## src/rtl/clk_ratio_meter.sv

```systemverilog
// Measures a slow clock, sampled as data, against i_clk: period, high time,
// lock on repeated equal periods, and a stall timeout.
module clk_ratio_meter #(
  parameter int  MAX_DIV  = 64,
  parameter int  LOCK_CNT = 4,
  localparam int CW       = $clog2(MAX_DIV + 1)
) (
  input  logic          i_clk,
  input  logic          i_rst_n,
  input  logic          i_div_clk,
  output logic [CW-1:0] o_period,
  output logic [CW-1:0] o_high,
  output logic          o_valid,
  output logic          o_locked,
  output logic          o_timeout
);

  localparam int MW = $clog2(LOCK_CNT + 1);

  typedef enum logic [1:0] {IDLE, MEASURE, TIMEOUT} state_t;

  state_t        state_q, state_d;
  logic          s1_q, s1_d, s2_q, s2_d, s3_q, s3_d;
  logic [CW-1:0] cnt_q, cnt_d, hi_q, hi_d;
  logic [CW-1:0] period_q, period_d, high_q, high_d;
  logic          valid_q, valid_d, locked_q, locked_d, timeout_q, timeout_d;
  logic [MW-1:0] match_q, match_d;
  logic          rise;

  always_ff @(posedge i_clk or negedge i_rst_n) begin
    if (!i_rst_n) begin
      state_q   <= IDLE;
      s1_q      <= 1'b0;
      s2_q      <= 1'b0;
      s3_q      <= 1'b0;
      cnt_q     <= '0;
      hi_q      <= '0;
      period_q  <= '0;
      high_q    <= '0;
      valid_q   <= 1'b0;
      locked_q  <= 1'b0;
      timeout_q <= 1'b0;
      match_q   <= '0;
    end else begin
      state_q   <= state_d;
      s1_q      <= s1_d;
      s2_q      <= s2_d;
      s3_q      <= s3_d;
      cnt_q     <= cnt_d;
      hi_q      <= hi_d;
      period_q  <= period_d;
      high_q    <= high_d;
      valid_q   <= valid_d;
      locked_q  <= locked_d;
      timeout_q <= timeout_d;
      match_q   <= match_d;
    end
  end

  always_comb begin
    s1_d      = i_div_clk;
    s2_d      = s1_q;
    s3_d      = s2_q;
    rise      = s2_q & ~s3_q;
    state_d   = state_q;
    cnt_d     = cnt_q;
    hi_d      = hi_q;
    period_d  = period_q;
    high_d    = high_q;
    valid_d   = 1'b0;
    locked_d  = locked_q;
    timeout_d = timeout_q;
    match_d   = match_q;

    unique case (state_q)
      IDLE: begin
        if (rise) begin
          cnt_d   = CW'(1);
          hi_d    = CW'(1);
          state_d = MEASURE;
        end
      end

      MEASURE: begin
        if (rise) begin
          cnt_d    = CW'(1);
          hi_d     = CW'(1);
          period_d = cnt_q;
          high_d   = hi_q;
          valid_d  = 1'b1;
          // match==0 marks the first period after IDLE or TIMEOUT
          if (match_q == '0) begin
            match_d = MW'(1);
          end else if (cnt_q == period_q) begin
            match_d = (match_q == MW'(LOCK_CNT)) ? match_q : match_q + MW'(1);
          end else begin
            match_d = MW'(1);
          end
          locked_d = (match_d == MW'(LOCK_CNT));
        end else if (cnt_q == CW'(MAX_DIV)) begin
          state_d   = TIMEOUT;
          timeout_d = 1'b1;
          locked_d  = 1'b0;
          match_d   = '0;
        end else begin
          cnt_d = cnt_q + CW'(1);
          hi_d  = hi_q + CW'(s2_q);
        end
      end

      TIMEOUT: begin
        if (rise) begin
          timeout_d = 1'b0;
          cnt_d     = CW'(1);
          hi_d      = CW'(1);
          state_d   = MEASURE;
        end
      end

      default: state_d = IDLE;
    endcase
  end

  assign o_period  = period_q;
  assign o_high    = high_q;
  assign o_valid   = valid_q;
  assign o_locked  = locked_q;
  assign o_timeout = timeout_q;

endmodule

```

## config.mk

```make
export PLATFORM = sky130hd
export DESIGN_NAME = clk_ratio_meter
export DESIGN_NICKNAME = d
export VERILOG_FILES = /design/src/rtl/clk_ratio_meter.sv
export SDC_FILE = /design/constraint.sdc
export NUM_CORES = 1
export LEC_CHECK = 0
export BUFFER_PORTS_ARGS = -buffer_cell sky130_fd_sc_hd__clkbuf_2
export CAP_MARGIN = 20
export CORE_MARGIN = 2
export CORE_UTILIZATION = 50
export CTS_BUF_LIST = sky130_fd_sc_hd__clkbuf_4
export DETAILED_ROUTE_END_ITERATION = 16
export PLACE_DENSITY = 0.81
export SLEW_MARGIN = 5
export SYNTH_ARGS = -nofsm -noshare
export SYNTH_HDL_FRONTEND = slang
export SYNTH_SLANG_ARGS = --single-unit
```

## constraint.sdc

```tcl
create_clock -name i_clk -period 2.35 [get_ports i_clk]
set_input_delay 0.3525 -clock i_clk [delete_from_list [all_inputs] [get_ports i_clk]]
set_output_delay 0.3525 -clock i_clk [all_outputs]
set_load 0.03 [all_outputs]
```

Word-level counts from Yosys, hierarchy flattened. Cells that the tools add are included. Widths: inputs -> output; s select.

Reduce and logical (&&, ||, !) cells: 11. Bitwise operators: 2. Muxes and demuxes: 26. Add/sub/neg operators: 3. Equality and inequality tests: 11.

Operator list (count): $mux 7 (5); $pmux 7 s2 (2); $mux 3 (7); $add 7x1->7 (1); $add 7x1->7 const B (1); $eq 7x7->1 (1); $eq 7x7->1 const B (1); $mux 1 (7); $eq 3x3->1 const B (2); $mux 2 (3); $ne 2x2->1 const B (3); $reduce_and 3->1 (2); $reduce_bool 2->1 (3); $pmux 2 s2 (1); $reduce_and 2->1 (2); $reduce_and 4->1 (1); $add 3x1->3 const B (1); $logic_not 3->1 (1); $ne 3x3->1 const B (1); $eq 2x1->1 const B (1); $eq 2x2->1 const B (1); $logic_not 2->1 (1); $ne 2x1->1 const B (1); $pmux 1 s2 (1); other kinds (3) (3).

Output and inout port bits: 17. Bits of input ports: 3. Bits in registers: 39. Logic and storage cells: 65.

Logic depth before layout (Yosys ltp).
Depth in word-level cells: 8. Gate-level depth with buffers: 7. Gate-level depth less buffers: 7.

Worst setup path after synthesis. Ideal clock, no wire load.

Kind: register to register. Start point: register cnt_q[2]. End point: register hi_q[0]. Buffers on the path: 2. Library setup time: 0.141 ns. Cell stages (with the launch flop): 8. Slack: 0.543 ns. Clock period less this slack: 1.807 ns. Arrival time: 1.666 ns. Required time: 2.209 ns. Path through: dfrtp_1 -> buf_6 -> or4_4 -> buf_6 -> o21a_4 -> o21ai_4 -> inv_2 -> a2bb2oi_1.

Word-level cells in the longest chain between the ends: 3.

Ends and longest elaborated chain: start: declaration (RTL line 24) `logic [CW-1:0] cnt_q, cnt_d, hi_q, hi_d;`; start signal: assignment (RTL line 49) `cnt_q <= cnt_d;`; $eq 7x7->1 (RTL line 100) `end else if (cnt_q == CW'(MAX_DIV)) begin`; $ne 3x3->1 (no line); $reduce_and 3->1 (no line); end signal: assignment (RTL line 50) `hi_q <= hi_d;`; end: declaration (RTL line 24).

Every way passes these cells. A chain may end at the register's enable or synchronous reset.

Worst setup path after layout.
Start point: register cnt_q[0]. End point: register cnt_q[5].

Word-level cells in the longest chain between the ends: 4. Elaborated cells on any way between the ends: 7.

Ends and longest elaborated chain: $add 7x1->7 (RTL line 106) `cnt_d = cnt_q + CW'(1);`; $mux 7 (RTL line 100); $mux 7 (RTL line 85) `if (rise) begin`; $pmux 7 s2 (RTL line 75) `unique case (state_q)`.

Parallel ways exist; a longest one is shown, timed or not. The select of a mux whose other input is x is not followed.

==> results.md <==
* Average cell area after synthesis at 9.84 um2
* Worst-Skew Late Latency at 0.34 ns
* R2R cell count at 6
* Fmax achieved at 0.538 GHz
* Ant. Diodes at 0
* Final HPWL DP at 2750 um
* Combinational power share at 32.5%
* Peak supply drop at 0.460 mV
* Core Area at 3740 um2
* Worst Tran Pin Value at 0.594 ns
* Detailed Route Iter0 Violations at 93
* Top_reg_cell synth: dfrtp_1
* Clock share of power at 17.7%
* Final setup viols at 0
* Hold Path Class: in -> async
* IO Count at 20
* RSZ-0062 raised after global routing: no
* Clock Tree Root: clkbuf_4
* Type of origin of the critical path: flip-flop
* Clock Tree Buf Depth at 2
* CTS tree: built
* # resized after CTS at 0
* Power Dens Cells at 846 nW/um2
* Post-Syn Area at 1990 um2
* Pwr Total at 1.85 mW
* Post-cts hold buffer count at 0
* Fin. Hold Viols at 0
* CTS buffer count at 5
* Net switching power at 0.696 mW
* Layout cell share with drive strength beyond 1 at 19.0%
* Die Ht at 67.0 um
* Seq pwr share at 49.8%
* Leak Pwr at 1.09 nW
* Status: finished clean
* RR Endpoint: cnt_q[5]$_DFFE_PN0P_
* Level count of the clock H-tree at 2
* DR WL/cell at 13.9 um
* GPL Wtd Cong at 0.917
* Worst Setup EP: cnt_q[5]$_DFFE_PN0P_
* Tmin final at 1.86 ns
* TritonCTS Sinks at 39
* NumNets Final at 234
* Slew Viols, Final at 0
* Layout area overhead at 10.3%
* Detail Route Antenna Nets at 0
* Initial antenna violation count at 0
* Post-Route WL at 3820 um
* DRC at 0
* Initial core utilization at 53.1%
* Critical Path End Type: flip-flop
* CP max stage cell: or4_1
* Max-cap viol count at 0
* Fillcell total at 361
* Port-buffer cells at 19
* Warnings, synthesis at 0
* Post-synth cell types at 46
* Setup_tns at 0 ns
* Die area at 4490 um2
* Via/cell ratio at 5.48
* Fraction of registers with async set/reset at 100%
* Clock transition at the registers of the reported paths at 0.11 ns
* Vias in the first global route at 1524
* R2R Setup Slk at 0.49 ns
* Sw frac at 37.5%
* Slew HR at 60.4%
* Final period util at 79.0%
* EDFF count, synth at 0
* Total gr overflow at 0
* Crit path from: cnt_q[0]$_DFFE_PN0P_
* WP data required at 2.63 ns
* CP arrival at 2.13 ns
* Critical-path cell list: inv_1 > ha_1 > nand2_1 > nor3_4 > or4_1 > a21oi_1
* Cells after Synth at 202
* Yosys reg bits at 39
* Total GRT Usage at 20.4%
* DR vias at 1502
* Row Count at 22
* Reg-to-Reg Start: cnt_q[0]$_DFFE_PN0P_
* Register area share after synthesis at 49.1%
* Largest net degree at the start of global routing at 40
* Total setup buffers inserted after CTS at 0
* Mapped Nets at 211
* CP max stage delay at 0.52 ns
* CP max FO at 7
* Layout Skew at 0.00595 ns
* Die X at 67.0 um
* CP Class: reg -> reg
* Pre-antenna DRT Iters at 4
* First-pass GRT wire length at 6860 um
* Int Power at 1.16 mW
[layout by cell type (no fill, tap or decap), types with 5 or more instances in the layout]
| cell | netlist | final |
|---|---|---|
| nand2_1 | 47 | 47 |
| dfrtp_1 | 39 | 39 |
| clkbuf_2 | 0 | 19 |
| o21ai_0 | 8 | 8 |
| nand3_1 | 7 | 7 |
| buf_4 | 0 | 7 |
| inv_1 | 6 | 6 |
| o31ai_1 | 6 | 6 |
| nor2_1 | 6 | 6 |
| ha_1 | 6 | 6 |
| clkbuf_4 | 0 | 6 |
| xnor2_1 | 5 | 5 |
| a21oi_1 | 5 | 5 |
| nand2b_1 | 5 | 5 |
[critical path, delay by kind of cell, from the launching register on]
kind                       cells  cell delay, ns
AOI/OAI and AO/OA              1            0.14
DFF                            1            0.46
buffers and inverters          1            0.08
adders and majority gates      1            0.21
and+or+nand+nor                3            0.89
[area by class of cell]
class                      instances  area [um2]  area share (%)
sequential                        39         976            44.5
multi-input combinational        145         925            42.2
timing repair buffer              26         148            6.74
tap                               48        60.1            2.74
clock buffer                       6        45.0            2.06
inverter                           8        30.0            1.37
clock inverter                     2        7.51           0.343
[layer usage]
layer  vias up  routed length (um)  global-route usage [%]
met5         -                   0                       0
met4         0                  36                    7.14
met3         6                 166                    4.56
met2        36                1770                    32.7
met1       714                1850                    27.0
li1        746                   -                       -
[cells in the mapped netlist (2+ instances only)]
library cell | count | area share, %
nand3_1 | 7 | 1.8
mux2i_1 | 3 | 1.5
o211ai_1 | 2 | 0.76
xnor2_1 | 5 | 2.2
a21oi_1 | 5 | 1.3
dfrtp_1 | 39 | 49
clkbuf_1 | 5 | 0.94
and3_1 | 2 | 0.63
inv_1 | 6 | 1.1
a211oi_1 | 2 | 0.76
buf_2 | 3 | 0.76
xor2_1 | 4 | 1.8
o2111ai_1 | 3 | 1.3
buf_6 | 2 | 1.1
a22o_1 | 3 | 1.3
nand4_1 | 2 | 0.63
o21ai_0 | 8 | 2.0
nor2b_1 | 2 | 0.63
ha_1 | 6 | 3.8
and2_1 | 2 | 0.63
a32o_1 | 2 | 1.0
nand2_1 | 47 | 8.9
a22o_2 | 2 | 1.0
o31ai_1 | 6 | 2.3
nor3b_1 | 4 | 1.5
nor2_1 | 6 | 1.1
nand2b_1 | 5 | 1.6
[state kept, by name, indices dropped and copies added, names as in the netlist]
register,count
cnt_q,7
o_locked,1
o_period,7
o_high,7
s3_q,1
state_q,2
s1_q,1
hi_q,7
match_q,3
o_timeout,1
o_valid,1
s2_q,1
[power by group through the flow]
stage                     Combinational (mW)  Clock, mW  Sequential [mW]
after floorplan                        0.419          0            0.982
after global placement                 0.589          0            0.932
after detailed placement               0.602          0            0.936
after CTS                              0.605      0.339            0.922
after global routing                   0.677      0.363            0.946
final                                  0.603      0.328            0.923
[per-stage QoR]
| step | std cells | util, % | worst slack (ns) | instance area [um2] | hold slack, ns |
|---|---|---|---|---|---|
| after CTS | 274 | 58.5 | 0.489 | 2190 | 0.0579 |
| after global routing | 274 | 58.5 | 0.339 | 2190 | 0.0882 |
| final | 274 | 58.5 | 0.493 | 2190 | 0.0411 |
| after floorplan | 202 | - | 0.543 | 1990 | 0.0569 |
| after detailed placement | 266 | 57.1 | 0.520 | 2140 | 0.342 |
| after global placement | 266 | 57.1 | 0.537 | 2140 | 0.336 |
[kinds of logic after synthesis]
family	Yosys count	share of synthesized area [%]
multiplexers	4	2.08
AO/OA/AOI/OAI	40	15.4
adder cells (fa/ha/maj)	6	3.78
AND/OR/NAND/NOR	86	21.3
flip-flops	39	49.1
XOR/XNOR	9	3.97
buffers and inverters	18	4.34
[worst min path at each step]
stage | cells after the start | slack (ns) | startpoint | endpoint
floorplan | 0 | 0.06 | i_rst_n | cnt_q[0]$_DFFE_PN0P_
global placement | 0 | 0.34 | s1_q$_DFF_PN0_ | s2_q$_DFF_PN0_
detailed placement | 0 | 0.34 | s1_q$_DFF_PN0_ | s2_q$_DFF_PN0_
CTS | 2 | 0.06 | i_rst_n | hi_q[3]$_DFFE_PN0P_
global route | 2 | 0.09 | i_rst_n | s1_q$_DFF_PN0_
finish | 2 | 0.04 | i_rst_n | s1_q$_DFF_PN0_
Note: power is estimated with default switching activity, not from simulation.
